$ cat src/rtl/timing_ctrl_pkg.sv
// -----------------------------------------------------------------------------
// timing_ctrl_pkg
// Shared types and constants for the timing phase sequencer.
//   state_e      : sequencer FSM state encoding (ST_IDLE, ST_RUN)
//   FRAME_CNT_W  : width of the optional frame counter output
// -----------------------------------------------------------------------------
package timing_ctrl_pkg;

    localparam int unsigned FRAME_CNT_W = 16;

    typedef enum logic [0:0] {
        ST_IDLE = 1'b0,
        ST_RUN  = 1'b1
    } state_e;

endpackage : timing_ctrl_pkg

$ cat src/rtl/timing_phase_ctrl_phase_counter.sv
// -----------------------------------------------------------------------------
// phase_counter
// Modulo counter that counts 0..len-1 while enabled and wraps to 0.
//   clk   : system clock, rising edge
//   reset : synchronous active-high reset
//   clr   : force the count back to 0 (wins over en)
//   en    : advance the count this cycle
//   len   : modulus (phase length); must be non-zero while en is high
//   q     : current count
//   term  : q is at len-1 and the counter is enabled (last cycle of the phase)
// -----------------------------------------------------------------------------
module phase_counter #(
    parameter int unsigned N = 8
) (
    input  logic         clk,
    input  logic         reset,
    input  logic         clr,
    input  logic         en,
    input  logic [N-1:0] len,
    output logic [N-1:0] q,
    output logic         term
);

    logic [N-1:0] q_q;
    logic [N-1:0] q_d;

    assign term = en && (q_q == (len - N'(1)));
    assign q    = q_q;

    // Next count: clear, wrap on terminal, otherwise increment when enabled
    always_comb begin
        q_d = q_q;
        if (clr) begin
            q_d = '0;
        end else if (term) begin
            q_d = '0;
        end else if (en) begin
            q_d = q_q + N'(1);
        end
    end

    always_ff @(posedge clk) begin
        if (reset) begin
            q_q <= '0;
        end else begin
            q_q <= q_d;
        end
    end

endmodule : phase_counter

$ cat src/rtl/timing_phase_ctrl.sv
// -----------------------------------------------------------------------------
// timing_phase_ctrl
// Sequencer for the timing generator. Steps through up to NUM_PHASES
// programmable-length phases, skipping zero-length slots, one-shot or
// continuously.
//   clk         : system clock, rising edge
//   reset       : synchronous active-high reset
//   cfg_we      : write strobe for the phase length table
//   cfg_addr    : table slot to write
//   cfg_len     : phase length in cycles (0 = slot skipped)
//   continuous  : 1 = restart at first non-zero slot after a frame
//   start       : begin a frame from IDLE
//   stop        : abort to IDLE (highest priority)
//   hold        : freeze count and phase
//   busy        : sequencer is running
//   phase_idx   : current phase slot
//   q_out       : count within the current phase, 0..L-1
//   phase_start : first cycle of each entered phase
//   frame_done  : last cycle of the last non-zero phase
//   cfg_err     : one-cycle pulse when start/wrap finds all lengths zero
//   frame_cnt   : frames completed since start (only with TIMING_FRAME_CNT_EN)
// Optional feature macro: TIMING_FRAME_CNT_EN
// -----------------------------------------------------------------------------
module timing_phase_ctrl
    import timing_ctrl_pkg::*;
#(
    parameter  int unsigned N          = 8,
    parameter  int unsigned NUM_PHASES = 4,
    localparam int unsigned PW         = $clog2(NUM_PHASES)
) (
    input  logic          clk,
    input  logic          reset,
    input  logic          cfg_we,
    input  logic [PW-1:0] cfg_addr,
    input  logic [N-1:0]  cfg_len,
    input  logic          continuous,
    input  logic          start,
    input  logic          stop,
    input  logic          hold,
    output logic          busy,
    output logic [PW-1:0] phase_idx,
    output logic [N-1:0]  q_out,
    output logic          phase_start,
    output logic          frame_done,
    output logic          cfg_err
`ifdef TIMING_FRAME_CNT_EN
    ,
    output logic [FRAME_CNT_W-1:0] frame_cnt
`endif
);

    // Sequencer state
    state_e        state_q,       state_d;
    logic [PW-1:0] phase_idx_q,   phase_idx_d;
    logic [N-1:0]  cur_len_q,     cur_len_d;
    logic          phase_start_q, phase_start_d;
    logic          cfg_err_q,     cfg_err_d;

    // Phase length table
    logic [N-1:0]  len_tbl_q [NUM_PHASES];

    // Priority search results
    logic          first_found;
    logic [PW-1:0] first_idx;
    logic          next_found;
    logic [PW-1:0] next_idx;

    // Counter interface
    logic          cnt_clr;
    logic          cnt_en;
    logic          cnt_term;
    logic [N-1:0]  cnt_q;

    assign cnt_clr = stop || (state_q == ST_IDLE);
    assign cnt_en  = (state_q == ST_RUN) && !hold && !stop;

    phase_counter #(
        .N (N)
    ) u_phase_counter (
        .clk   (clk),
        .reset (reset),
        .clr   (cnt_clr),
        .en    (cnt_en),
        .len   (cur_len_q),
        .q     (cnt_q),
        .term  (cnt_term)
    );

    // Table write, allowed in any state; entry latching sees the pre-write value
    always_ff @(posedge clk) begin
        if (reset) begin
            for (int i = 0; i < int'(NUM_PHASES); i++) begin
                len_tbl_q[i] <= '0;
            end
        end else if (cfg_we && (32'(cfg_addr) < NUM_PHASES)) begin
            len_tbl_q[cfg_addr] <= cfg_len;
        end
    end

    // Lowest non-zero slot overall, and lowest non-zero slot above the current one
    always_comb begin
        first_found = 1'b0;
        first_idx   = '0;
        next_found  = 1'b0;
        next_idx    = '0;
        for (int i = int'(NUM_PHASES) - 1; i >= 0; i--) begin
            if (len_tbl_q[i] != '0) begin
                first_found = 1'b1;
                first_idx   = PW'(i);
            end
            if ((i > int'(phase_idx_q)) && (len_tbl_q[i] != '0)) begin
                next_found = 1'b1;
                next_idx   = PW'(i);
            end
        end
    end

    // Next-state logic; stop dominates everything
    always_comb begin
        state_d       = state_q;
        phase_idx_d   = phase_idx_q;
        cur_len_d     = cur_len_q;
        phase_start_d = 1'b0;
        cfg_err_d     = 1'b0;

        if (stop) begin
            state_d     = ST_IDLE;
            phase_idx_d = '0;
        end else begin
            case (state_q)
                ST_IDLE: begin
                    if (start) begin
                        if (first_found) begin
                            state_d       = ST_RUN;
                            phase_idx_d   = first_idx;
                            cur_len_d     = len_tbl_q[first_idx];
                            phase_start_d = 1'b1;
                        end else begin
                            cfg_err_d = 1'b1;
                        end
                    end
                end
                ST_RUN: begin
                    if (cnt_term) begin
                        if (next_found) begin
                            phase_idx_d   = next_idx;
                            cur_len_d     = len_tbl_q[next_idx];
                            phase_start_d = 1'b1;
                        end else if (continuous && first_found) begin
                            phase_idx_d   = first_idx;
                            cur_len_d     = len_tbl_q[first_idx];
                            phase_start_d = 1'b1;
                        end else begin
                            // End of one-shot frame, or table emptied under a continuous run
                            state_d     = ST_IDLE;
                            phase_idx_d = '0;
                            cfg_err_d   = continuous;
                        end
                    end
                end
                default: begin
                    state_d     = ST_IDLE;
                    phase_idx_d = '0;
                end
            endcase
        end
    end

    // State register
    always_ff @(posedge clk) begin
        if (reset) begin
            state_q       <= ST_IDLE;
            phase_idx_q   <= '0;
            cur_len_q     <= '0;
            phase_start_q <= 1'b0;
            cfg_err_q     <= 1'b0;
        end else begin
            state_q       <= state_d;
            phase_idx_q   <= phase_idx_d;
            cur_len_q     <= cur_len_d;
            phase_start_q <= phase_start_d;
            cfg_err_q     <= cfg_err_d;
        end
    end

    assign busy        = (state_q == ST_RUN);
    assign phase_idx   = phase_idx_q;
    assign q_out       = cnt_q;
    assign phase_start = phase_start_q;
    assign cfg_err     = cfg_err_q;
    // Terminal count already implies RUN, not held and not stopped
    assign frame_done  = cnt_term && !next_found;

`ifdef TIMING_FRAME_CNT_EN
    logic [FRAME_CNT_W-1:0] frame_cnt_q;

    // Completed-frame counter, restarted by each start from IDLE
    always_ff @(posedge clk) begin
        if (reset) begin
            frame_cnt_q <= '0;
        end else if ((state_q == ST_IDLE) && start) begin
            frame_cnt_q <= '0;
        end else if (frame_done) begin
            frame_cnt_q <= frame_cnt_q + FRAME_CNT_W'(1);
        end
    end

    assign frame_cnt = frame_cnt_q;
`endif

endmodule : timing_phase_ctrl

$ cat config.mk
export PLATFORM = sky130hd
export DESIGN_NAME = timing_phase_ctrl
export DESIGN_NICKNAME = d
export VERILOG_FILES = /design/src/rtl/timing_ctrl_pkg.sv /design/src/rtl/timing_phase_ctrl_phase_counter.sv /design/src/rtl/timing_phase_ctrl.sv
export SDC_FILE = /design/constraint.sdc
export NUM_CORES = 1
export LEC_CHECK = 0
export BUFFER_PORTS_ARGS = -buffer_cell sky130_fd_sc_hd__buf_2
export CAP_MARGIN = 40
export CORE_ASPECT_RATIO = 0.7
export CORE_MARGIN = 3
export CORE_UTILIZATION = 54
export DETAILED_ROUTE_END_ITERATION = 7
export PLACE_DENSITY = 0.84
export RECOVER_POWER = 100
export SLEW_MARGIN = 20
export SYNTH_ARGS = -nofsm -noshare
export SYNTH_HDL_FRONTEND = slang
export SYNTH_HIERARCHICAL = 1
export SYNTH_SLANG_ARGS = --single-unit
export TNS_END_PERCENT = 1
$ cat constraint.sdc
create_clock -name clk -period 3 [get_ports clk]
set_input_delay 0.6 -clock clk [delete_from_list [all_inputs] [get_ports clk]]
set_output_delay 0.6 -clock clk [all_outputs]
set_load 0.01 [all_outputs]
==> results.md, run 1 <==
Finish:
- The antenna cell count is 0.
- From synthesis to final layout, the design area changed by 12.8%.
- In the final layout, the share of cells above drive strength 1 is 0.164.
- The multi-input combinational cells in the finished layout cover a total of about 0.0018 sq mm.
- In the final layout, flip-flops and latches occupy roughly 0.0014 sq mm.
- After filler insertion, the fill cell instance count of the layout stands at 438.
- The layout net count is between 300 and 400.

Placement:
- Timing analysis after detailed placement gives a worst setup slack of 103 ps.
- Input and output buffers added on the ports amount to 30.
- Detailed placement finished with a half-perimeter wire length of 6110 um.
- The placer's final routability congestion estimate is a little under 0.9.

Clocking:
- The clock network latency to the later pin of the worst-skew pair is 310 ps.
- The H-tree depth is 2.
- After clock tree synthesis, the clock-pin slew on the worst setup and hold paths is roughly 100 ps.
- TritonCTS created 5 clock buffers.
- Clock tree synthesis selected as its root buffer the cell clkbuf_8.
- TritonCTS built the clock tree.
- The clock net in this run drives a total of 53 sinks.
- In this run the deepest clock path goes through 2 buffers.
- The number of hold buffers added after CTS was 0.

Synth:
- The number of nets in the synthesized netlist is 336.
- In this run, synthesis inferred 32 flip-flops with an integrated enable.
- Summing every instance area after synthesis gives 0.00321 sq mm.
- The share of synthesized area occupied by flip-flops and latches is 0.430.
- The average footprint of a synthesized cell is roughly 10 sq um.
- In this run, synthesis produced a sequential element count of 53.
- After synthesis, the netlist uses 60 different library cells.
- The number of cells produced by synthesis is 317.
- The async set-or-reset flop fraction in the synthesized netlist is 0.
- The main flop type after synthesis is edfxtp_1.
- Yosys printed 6 warnings.

Timing:
- Setup repair after global routing left no endpoint under its margin.
- The worst-margin pin slew is roughly 840 ps.
- Setup violations remaining at the end of the flow were counted as 0.
- The total count of hold-check failures in the final report is 0.
- The share of the clock period used by the worst path after layout is 0.955.
- The final worst clock skew is ~11 ps.
- Counting I/O delays and the setup requirement, the final critical path takes 2870 ps.
- The setup total negative slack is 0 ps.
- Setup slack on the critical path of the routed design comes to around 130 ps.
- Hold timing on the final database bottoms out at a slack of around 520 ps.
- Headroom to the max-slew limit came out at 0.439.
- The number of max-slew violations in the final report came to 0.
- The maximum operating frequency is 349 MHz.

Worst setup path:
- The critical path in this run is classified as flip-flop to primary output.
- The arrival time at the worst endpoint is approximately 2300 ps.
- The critical path goes through inv_1, ha_2, o21bai_1, a211oi_2, o21ai_1, a211oi_4, buf_4, and2_1, buf_2.
- Of all nets on the critical path, the largest fanout is 10.
- At the worst endpoint, the required time is 2400 ps.
- The slowest stage of the critical path belongs to the cell dfxtp_1.
- The cell count of the worst reg-to-reg path is 14.
- For this run, the slowest stage of the critical path takes 350 ps.
- The worst setup path is captured at a primary output.
- The type of element launching the critical path is a flip-flop.

Run:
- The reported max-cap violation count is 0.

Min path:
- The worst hold path was traced through 2 stages.
- The worst hold-check path type is flip-flop to flip-flop.

Global route:
- Across every metal layer, demand over resource in global routing totals 0.236.
- The number of antenna violations at the first check in global routing is 0.
- The number of global-route vias before repair was ~2,600.
- The overflow left after global routing is 0.
- Entering global routing, the biggest net connects 25 pins.
- The first global-routing pass estimated between 10,000 and 15,000 um of wire.

Power and ir drop:
- The total power per unit cell area is roughly 440 mW/mm^2.
- Summing internal, switching and leakage power gives approximately 1.6 mW.
- The leakage power is between 1 and 1.5 nW.
- IR analysis of the VDD net gives a maximum drop of ~0.30 mV.

Route:
- The number of violations reported at the end of detailed-routing iteration 0 is 379.
- The count of nets left with antenna violations once routing finished came out at 0.
- The first-pass iteration count of the detailed router is 7.
- The residual DRC count is 0.
- Using the TritonRoute via totals, the vias-per-cell ratio works out to 6.64.
- The total wire length is about 8200 um.
- The routed layout has ~2,900 vias.
- The routed wirelength normalized by instance count is roughly 19 um.

Floorplanning:
- The floorplan step defined a core boundary enclosing ~0.0055 sq mm.
- In this run the horizontal extent of the chip is approximately 98 um.
- The floorplan die area is a little under 0.007 sq mm.
- The initialized floorplan defines 22 standard-cell rows.
- The chip height is around 71 um.
- The initial utilization of the core area, before any placement, comes to 0.586.
- For this design the top-level I/O count stands at 31.

Run status:
- The run finished with clean final reports.
synth_stat cells (6+ instances only):
master,count,area share
nor3_1,6,0.0093
o221ai_1,6,0.016
nor4_1,12,0.023
dfxtp_1,21,0.13
a41oi_1,8,0.022
nor2_1,24,0.028
mux2i_1,9,0.028
nand4_1,6,0.012
a21oi_1,14,0.022
xor2_1,7,0.019
and2_1,33,0.064
nand2b_1,8,0.016
xnor2_1,8,0.022
o21ai_0,14,0.022
a21o_1,8,0.019
nand2_1,19,0.022
inv_1,8,0.0093
edfxtp_1,32,0.30
per-stage QoR:
stage                     utilization  area, sq um  std cells
after floorplan                     -         3210        317
after global placement          0.637         3490        421
after detailed placement        0.639         3500        422
after CTS                       0.659         3610        430
after global routing            0.661         3620        432
final                           0.661         3620        432
layout by cell type (no fill, tap or decap), types with 9 or more instances in the layout:
cell type,Yosys,layout
nor4_1,12,12
nand2_1,19,19
nor2_1,24,24
buf_4,1,13
edfxtp_1,32,32
and2_0,0,32
o21ai_0,14,14
mux2i_1,9,9
buf_2,2,17
a21oi_1,14,14
dfxtp_1,21,21
clkbuf_1,4,15
path summary, 6_finish.rpt:
kind / startpoint / end / slack (ps)
max: cur_len_q[0] / frame_done / 130
min: cur_len_q[7] / cur_len_q[7] / 520
max reg2reg: cur_len_q[0] / cur_len_q[2] / 210
min reg2reg: cur_len_q[7] / cur_len_q[7] / 520
cell type report:
cell class / instances / share of cell area
sequential: 53 / 0.381
clock buffer: 6 / 0.0200
tap: 72 / 0.0249
inverter: 8 / 0.00829
multi-input combinational: 246 / 0.487
clock inverter: 2 / 0.0107
timing repair buffer: 45 / 0.0680
timing repair:
| item | 4_1_cts | 5_1_grt |
|---|---|---|
| endpoints found under the setup margin | 0 | 8 |
| gates resized for setup | 0 | 3 |
| setup buffers | 0 | 1 |
sequential cells by signal, indices dropped and copies added, names as in the netlist:
register,count
phase_idx,2
len_tbl_q,32
u_phase_counter/q,8
cfg_err,1
busy,1
cur_len_q,8
phase_start,1
kinds of logic after synthesis:
| group | after synthesis | synth area share |
|---|---|---|
| AND/OR/NAND/NOR | 135 | 0.259 |
| AO/OA/AOI/OAI | 85 | 0.209 |
| flip-flops | 53 | 0.430 |
| buffers and inverters | 18 | 0.0253 |
| XOR/XNOR | 15 | 0.0409 |
| multiplexers | 9 | 0.0280 |
| adder cells (fa/ha/maj) | 2 | 0.00779 |
per-layer routing:
metal,wire (um),GRT usage,vias up
li1,-,-,1299
met3,813,0.0489,26
met5,0,0,-
met4,159,0.0591,0
met1,3620,0.356,1390
met2,3620,0.347,154
where the power goes:
group / internal (mW) / leakage, nW / switching, mW
clock network: 0.253 / 0.0558 / 0.254
logic: 0.0930 / 0.671 / 0.130
registers: 0.818 / 0.483 / 0.0634
total: 1.16 / 1.21 / 0.448
worst max-delay path: cells and delay by family (launching register included):
family                     cells  cell delay [ps]
buffers and inverters          3              400
and+or+nand+nor                1              150
AOI/OAI and AO/OA              4              820
DFF                            1              350
adders and majority gates      1              230
Power figures use the tool's default switching activity.
==> run 2, diff against run 1 <==
- GPL_TIMING_DRIVEN: not set -> 0
==> run 2 against run 1 <==
Compared with the run above:
- sequential power is 0.9% higher
- worst setup slack worse by 69 ps
- clock power is 1% lower
- combinational power is 4% lower
- sequential cell count stayed put
- fmax is 2.4% lower
- die area stayed put
- utilization hardly changed
- register-to-register slack worse by 60 ps
- design area hardly changed
- critical path depth stayed put
==> results.md, run 2 (synthesized netlist as in run 1, its figures left out) <==
Clocking:
- The TritonCTS clock tree is done (unchanged).
- The number of buffers on the longest clock path is 2 (unchanged).
- The hold buffer count at cts is 0 (unchanged).
- The number of clock buffers inserted by TritonCTS is 5 (unchanged).
- The clock slew seen by the registers of the worst setup and hold paths came to 90 ps (was 100 ps).
- The library cell used as clock root buffer is clkbuf_8 (unchanged).
- The H-tree depth came to 2 (unchanged).
- The clock network latency to the later pin of the worst-skew pair is 320 ps (was 310 ps).
- The number of sinks on the clock net was 53 (unchanged).

Route:
- The via count of the routed design came to 2,789 (was 2,869).
- The routed wirelength normalized by instance count is 19.1 um (was 19.0 um).
- The remaining number of nets flagged by the antenna check after routing is 0 (unchanged).
- The first-pass iteration count of the detailed router was 5 (was 7).
- The number of vias per cell after detailed routing came to 6.50 (was 6.64).
- The total wire length was 8190 um (was 8220 um).
- The residual DRC count is 0 (unchanged).
- The number of violations reported at the end of detailed-routing iteration 0 is 368 (was 379).

Finish:
- The number of standard cells in the final layout excluding fillers is 429 (was 432).
- The layout cell share with drive strength beyond 1 is 0.160 (was 0.164).
- The register with the highest flop count is len_tbl_q (unchanged).
- The layout net count is 375 (was 378).
- The fill cell instance count of the final layout is 433 (was 438).
- The flip-flop count of the largest register, all copies and words added is 32 (unchanged).
- Commonest cells after routing, fill and taps aside: 32 x edfxtp_1, 30 x and2_0, 24 x nor2_1 (was 32 x and2_0, 32 x edfxtp_1, 24 x nor2_1).
- The antenna cell count is 0 (unchanged).
- The relative area change from synthesis to final layout is 12.9% (was 12.8%).
- Leaving out fill and tap cells, the most frequent cell in the layout is edfxtp_1.

Power and ir drop:
- The maximum VDD drop was 0.236 mV (was 0.301 mV).
- The leakage power was 1.19 nW (was 1.21 nW).
- The total power per unit cell area is 443 mW/mm^2 (was 445 mW/mm^2).

Worst setup path:
- The largest stage delay on the critical path is 400 ps (was 350 ps).
- The endpoint kind of the worst setup timing path is a primary output (unchanged).
- Cell Chain, Critical Path: inv_1, ha_2, o21bai_1, a211oi_2, o21ai_1, a211oi_4, buf_4, and2_1, buf_2 (unchanged).
- The type of element launching the critical path is a flip-flop (unchanged).
- The arrival time at the worst endpoint is 2340 ps (was 2270 ps).
- The required time at the endpoint of the critical path is 2400 ps (about the same).
- The cell at the slowest stage of the critical path is dfxtp_4 (was dfxtp_1).
- The highest fanout seen on the critical path is 7 (was 10).
- The critical path class is flip-flop to primary output (unchanged).
- The cell count of the worst reg-to-reg path was 13 (was 14).

Global route:
- The number of antenna violations at the first check in global routing came to 0 (unchanged).
- The pin count of the biggest net entering global routing was 18 (was 25).
- The global router's overall resource usage is 0.237 (was 0.236).
- The number of global-route vias before repair is 2,454 (was 2,558).
- The overflow left after global routing was 0 (unchanged).
- The first-pass GRT wire length came to 13,000 um (was 13,200 um).

Timing:
- The setup total negative slack is 0 ps (unchanged).
- The share of the clock period used by the worst path after layout is 0.979 (was 0.955).
- The worst slew slack as a fraction of its limit is 0.425 (was 0.439).
- The number of max-slew violations in the final report came to 0 (unchanged).
- The count of final setup violators is 0 (unchanged).
- The worst-margin pin slew is 857 ps (was 839 ps).
- The maximum operating frequency is 341 MHz (was 349 MHz).
- The total count of hold-check failures in the final report is 0 (unchanged).
- The final worst clock skew is 6.31 ps (was 11.2 ps).
- The clock period minus final worst setup slack is 2940 ps (was 2870 ps).
- The worst slack on hold paths came to 520 ps (was 521 ps).

Min path:
- The worst hold-check path type is flip-flop to flip-flop (unchanged).
- The worst hold path depth was 2 (unchanged).

Floorplanning:
- The I/O pin count came to 31 (unchanged).
- The placement row count is 22 (unchanged).
- The chip height is 70.5 um (unchanged).
- The effective utilization at floorplan was 0.586 (unchanged).
- The core box area is 0.00548 sq mm (unchanged).
- The floorplan die area is 0.00692 sq mm (unchanged).
- The die outline width is 98.2 um (unchanged).

Run status:
- Run status: finished, final reports clean (unchanged).

Placement:
- The placer's final routability congestion estimate is 0.909 (was 0.879).
- The count of buffers inserted at the top-level ports is 30 (unchanged).
- The final HPWL from detailed placement is 6110 um (about the same).
- The number of cells after detailed placement is 419 (was 422).

Run:
- The reported max-cap violation count is 0 (unchanged).
run 2: per-stage QoR:
step | util | area (sq um) | power (mW) | worst slack (ps)
3_3_place_gp | 0.630 | 3450 | 1.09 | -323
2_1_floorplan | - | 3210 | 1.03 | 193
4_1_cts | 0.660 | 3620 | 1.60 | 13.5
6_report | 0.662 | 3620 | 1.61 | 64.3
3_5_place_dp | 0.630 | 3450 | 1.11 | -403
5_1_grt | 0.662 | 3620 | 1.67 | -31.8
run 2: what timing repair did:
item,4_1_cts,5_1_grt
setup endpoints to repair,10,10
buffers inserted,2,1
cloned,0,0
pin swaps,1,2
resized for setup,7,6
run 2: final timing paths:
check | start | slack [ps] | to
max | cur_len_q[0] | 60 | frame_done
min | cur_len_q[7] | 520 | cur_len_q[7]
max reg2reg | cur_len_q[0] | 150 | cur_len_q[5]
min reg2reg | cur_len_q[7] | 520 | cur_len_q[7]
run 2: worst max-delay path: cells and delay by family (launching register included):
family / cells / cell delay [ps]
flip-flops: 1 / 400
adder cells (fa/ha/maj): 1 / 240
AND/OR/NAND/NOR: 1 / 130
buffers and inverters: 3 / 370
AO/OA/AOI/OAI: 4 / 870
run 2: cell type report:
| class | instances | area (sq um) | share of cell area |
|---|---|---|---|
| plain buffers | 9 | 51.3 | 0.0142 |
| well taps | 72 | 90.1 | 0.0249 |
| clock buffers | 6 | 72.6 | 0.0200 |
| inverters | 8 | 30.0 | 0.00828 |
| flip-flops and latches | 53 | 1390 | 0.382 |
| clock inverters | 2 | 38.8 | 0.0107 |
| multi-input cells | 246 | 1800 | 0.497 |
| repair buffers | 33 | 155 | 0.0428 |
run 2: power breakdown:
part,leakage (nW),internal [mW],switching (mW)
Sequential,0.484,0.818,0.0709
Clock,0.0558,0.253,0.250
Combinational,0.647,0.0875,0.127
Total,1.19,1.16,0.448
run 2: per-layer routing:
layer  routed length, um  GRT usage  vias to the layer above
li1                    -          -                     1298
met1                3800      0.373                     1328
met2                3530      0.336                      153
met3                 764     0.0429                       10
met4                  98     0.0591                        0
met5                   0          0                        -
==> run 3, diff against run 2 <==
- REMOVE_ABC_BUFFERS: not set -> 1
- SYNTH_HIERARCHICAL: 1 -> not set
==> run 3 against run 2 <==
Compared with the run above:
- worst setup slack better by 25 ps
- routed wire length increased by 1.4%
- utilization is 3.7 points lower
- sequential power shrank 0.8%
- synthesized area is 2.9% higher
- via count is 4.2% higher
- clock skew is essentially flat
- register-to-register slack improved by 70 ps
- synthesized cell count is 6.0% higher
- first-iteration DRC count down 6.5%
- power is 4.2% lower
- highest routed layer unchanged
==> results.md, run 3 <==
Worst setup path:
- The arrival time at the worst endpoint came to 2310 ps (was 2340 ps).
- The endpoint kind of the worst setup timing path was a primary output (unchanged).
- The largest stage delay on the critical path is 520 ps (was 400 ps).
- The highest fanout seen on the critical path is 8 (was 7).
- Cell Chain, Critical Path: inv_2, nor3_4, o2111ai_1, a211o_2, nor2_2, buf_2 (was inv_1, ha_2, o21bai_1, a211oi_2, o21ai_1, a211oi_4, buf_4, and2_1, buf_2).
- The required time at the endpoint of the critical path is 2400 ps (about the same).
- The cell at the slowest stage of the critical path is dfxtp_1 (was dfxtp_4).
- The critical path class is flip-flop to primary output (unchanged).
- The type of element launching the critical path is a flip-flop (unchanged).

Floorplanning:
- The core box area is 0.00581 sq mm (was 0.00548 sq mm).
- The die outline width is 99.5 um (was 98.2 um).
- The placement row count is 23 (was 22).
- The effective utilization at floorplan came to 0.568 (was 0.586).
- The floorplan die area is 0.00711 sq mm (was 0.00692 sq mm).
- The I/O pin count is 31 (unchanged).
- The chip height is 71.5 um (was 70.5 um).

Route:
- The remaining number of nets flagged by the antenna check after routing is 0 (unchanged).
- The number of vias per cell after detailed routing came to 6.53 (was 6.50).
- The via count of the routed design came to 2,905 (was 2,789).
- The number of violations reported at the end of detailed-routing iteration 0 is 344 (was 368).
- The total wire length is 8300 um (was 8190 um).
- The first-pass iteration count of the detailed router was 5 (unchanged).
- The routed wirelength normalized by instance count is 18.7 um (was 19.1 um).
- The residual DRC count is 0 (unchanged).

Finish:
- The relative area change from synthesis to final layout was 9.92% (was 12.9%).
- The fill cell instance count of the final layout is 477 (was 433).
- The post-route core utilization is 0.625 (was 0.662).
- Commonest cells after routing, fill and taps aside: 36 x nor2_1, 32 x edfxtp_1, 29 x and2_0 (was 32 x edfxtp_1, 30 x and2_0, 24 x nor2_1).
- The flip-flop count of the largest register, all copies and words added came to 32 (unchanged).
- The antenna cell count is 0 (unchanged).
- The area taken by multi-input logic gates was 0.00185 sq mm (was 0.00180 sq mm).
- The layout cell share with drive strength beyond 1 was 0.176 (was 0.160).
- The area of all sequential standard cells is 0.00139 sq mm (unchanged).
- The layout net count is 388 (was 375).
- The register with the highest flop count is len_tbl_q (unchanged).
- The most common cell after layout, fill and taps aside was nor2_1 (was edfxtp_1).

Global route:
- The number of antenna violations at the first check in global routing came to 0 (unchanged).
- The number of global-route vias before repair came to 2,668 (was 2,454).
- The highest-utilization routing layer at the global route stage is met1 (unchanged).
- The global-route track usage on met1 came to 0.355 (was 0.373).
- The overflow left after global routing is 0 (unchanged).
- The global router's overall resource usage came to 0.238 (was 0.237).
- The met3 demand-to-capacity share in global routing is 0.0603 (was 0.0429).
- The first-pass GRT wire length was 13,500 um (was 13,000 um).
- The met2 usage came to 0.350 (was 0.336).
- The pin count of the biggest net entering global routing was 18 (unchanged).

Clocking:
- The number of buffers on the longest clock path was 2 (unchanged).
- The library cell used as clock root buffer was clkbuf_8 (unchanged).
- The clock slew seen by the registers of the worst setup and hold paths is 100 ps (was 90 ps).
- The H-tree depth was 2 (unchanged).
- The TritonCTS clock tree was done (unchanged).
- The number of clock buffers inserted by TritonCTS is 5 (unchanged).
- The number of sinks on the clock net is 53 (unchanged).
- The clock network latency to the later pin of the worst-skew pair is 310 ps (was 320 ps).
- The hold buffer count at cts is 0 (unchanged).

Power and ir drop:
- The leakage power is 1.20 nW (was 1.19 nW).
- The maximum VDD drop is 0.331 mV (was 0.236 mV).
- The total power per unit cell area is 423 mW/mm^2 (was 443 mW/mm^2).
- The total power was 1.54 mW (was 1.61 mW).

Synth:
- Top cells by area, synth: edfxtp_1 29%, dfxtp_1 13%, and2_1 6.2%, nor2_1 4.2%, nor4_2 2.7% (was edfxtp_1 30%, dfxtp_1 13%, and2_1 6.4%, mux2i_1 2.8%, nor2_1 2.8%).
- The unique cell type count in the Yosys netlist is 71 (was 60).
- The async set-or-reset flop fraction in the synthesized netlist is 0 (unchanged).
- The cell area after synthesis is 0.00330 sq mm (was 0.00321 sq mm).
- The main flop type after synthesis is edfxtp_1 (unchanged).
- The number of flip-flops and latches in the synthesized netlist is 53 (unchanged).
- The most frequent cell after synthesis is nor2_1 (was and2_1).
- The yosys synthesis warning count is 0 (was 6).
- The share of synthesized area occupied by flip-flops and latches is 0.418 (was 0.430).
- The number of enable-type register cells in the synthesized netlist was 32 (unchanged).
- The number of cells produced by synthesis is 336 (was 317).
- The cell type contributing the most total cell area after synthesis is edfxtp_1 (unchanged).
- The average footprint of a synthesized cell is 9.83 sq um (was 10.1 sq um).
- The portion of synthesized cell area occupied by the leading cell type was 0.291 (was 0.299).
- Synth top cells by count: 37 x nor2_1, 33 x and2_1, 32 x edfxtp_1 (was 33 x and2_1, 32 x edfxtp_1, 24 x nor2_1).

Timing:
- The total count of hold-check failures in the final report is 0 (unchanged).
- The worst-margin pin slew is 839 ps (was 857 ps).
- The worst slew slack as a fraction of its limit is 0.440 (was 0.425).
- The share of the clock period used by the worst path after layout came to 0.970 (was 0.979).
- The final worst clock skew is 6.31 ps (about the same).
- The clock period minus final worst setup slack came to 2910 ps (was 2940 ps).
- The count of final setup violators is 0 (unchanged).
- Setup repair after global routing left no endpoint under its margin.
- The number of max-slew violations in the final report is 0 (unchanged).
- The maximum operating frequency is 344 MHz (was 341 MHz).

Placement:
- The placer's final routability congestion estimate was 0.934 (was 0.909).
- The count of buffers inserted at the top-level ports was 30 (unchanged).
- The final HPWL from detailed placement is 6030 um (was 6110 um).

Run:
- The reported max-cap violation count is 0 (unchanged).

Min path:
- The worst hold-check path type is flip-flop to flip-flop (unchanged).

Run status:
- Run status: finished, final reports clean (unchanged).
run 3: layer usage:
metal  share of wire  wire length (um)
met1            0.46              3850
met2            0.42              3520
met3           0.094               779
met4           0.018               153
met5               0                 0
run 3: logic make-up after synthesis:
kind of cell,count (synthesis),share of synthesized area
compound gates,94,0.221
buf+inv,20,0.0352
simple gates,149,0.270
fa+ha+maj,2,0.00757
xor+xnor,16,0.0424
flops,53,0.418
mux,2,0.00644
run 3: repair_timing:
| item | in CTS | in global routing |
|---|---|---|
| gates resized for setup | 4 | 6 |
| gates cloned | 0 | 0 |
| endpoints found under the hold margin | 0 | 0 |
| setup buffers | 0 | 5 |
| setup endpoints to repair | 9 | 10 |
| pin swaps | 0 | 1 |
run 3: through the flow:
stage / instances / setup slack (ps) / hold slack (ps) / TNS [ps] / instance area, sq um
finish: 445 / 89.8 / 523 / 0 / 3630
global route: 445 / 5.17 / 571 / 0 / 3630
CTS: 439 / -83.2 / 523 / -83.2 / 3580
detailed placement: 431 / -87.4 / 509 / -321 / 3470
global placement: 430 / -9.13 / 491 / -9.13 / 3470
floorplan: 325 / 477 / 467 / 0 / 3220
run 3: worst paths after layout:
path	from	to	slack, ps	cells after the start
max	busy	frame_done	90	6
min	cur_len_q[7]	cur_len_q[7]	520	2
max reg2reg	busy	cur_len_q[1]	220	8
min reg2reg	cur_len_q[7]	cur_len_q[7]	520	2
run 3: power by group:
group,switching [mW],internal (mW)
logic,0.136,0.0968
clock network,0.258,0.165
registers,0.0643,0.818
total,0.458,1.08
run 3: final cells by class:
type / instances / share of cell area
timing repair buffer: 37 / 0.0499
multi-input combinational: 263 / 0.509
tap: 75 / 0.0258
clock inverter: 3 / 0.00551
sequential: 53 / 0.382
inverter: 9 / 0.00930
clock buffer: 5 / 0.0189
run 3: worst max-delay path, delay by kind of cell, from the launching register on:
kind                   cells  cell delay [ps]
flip-flops                 1              520
AND/OR/NAND/NOR            2              510
AO/OA/AOI/OAI              2              630
buffers and inverters      2              330
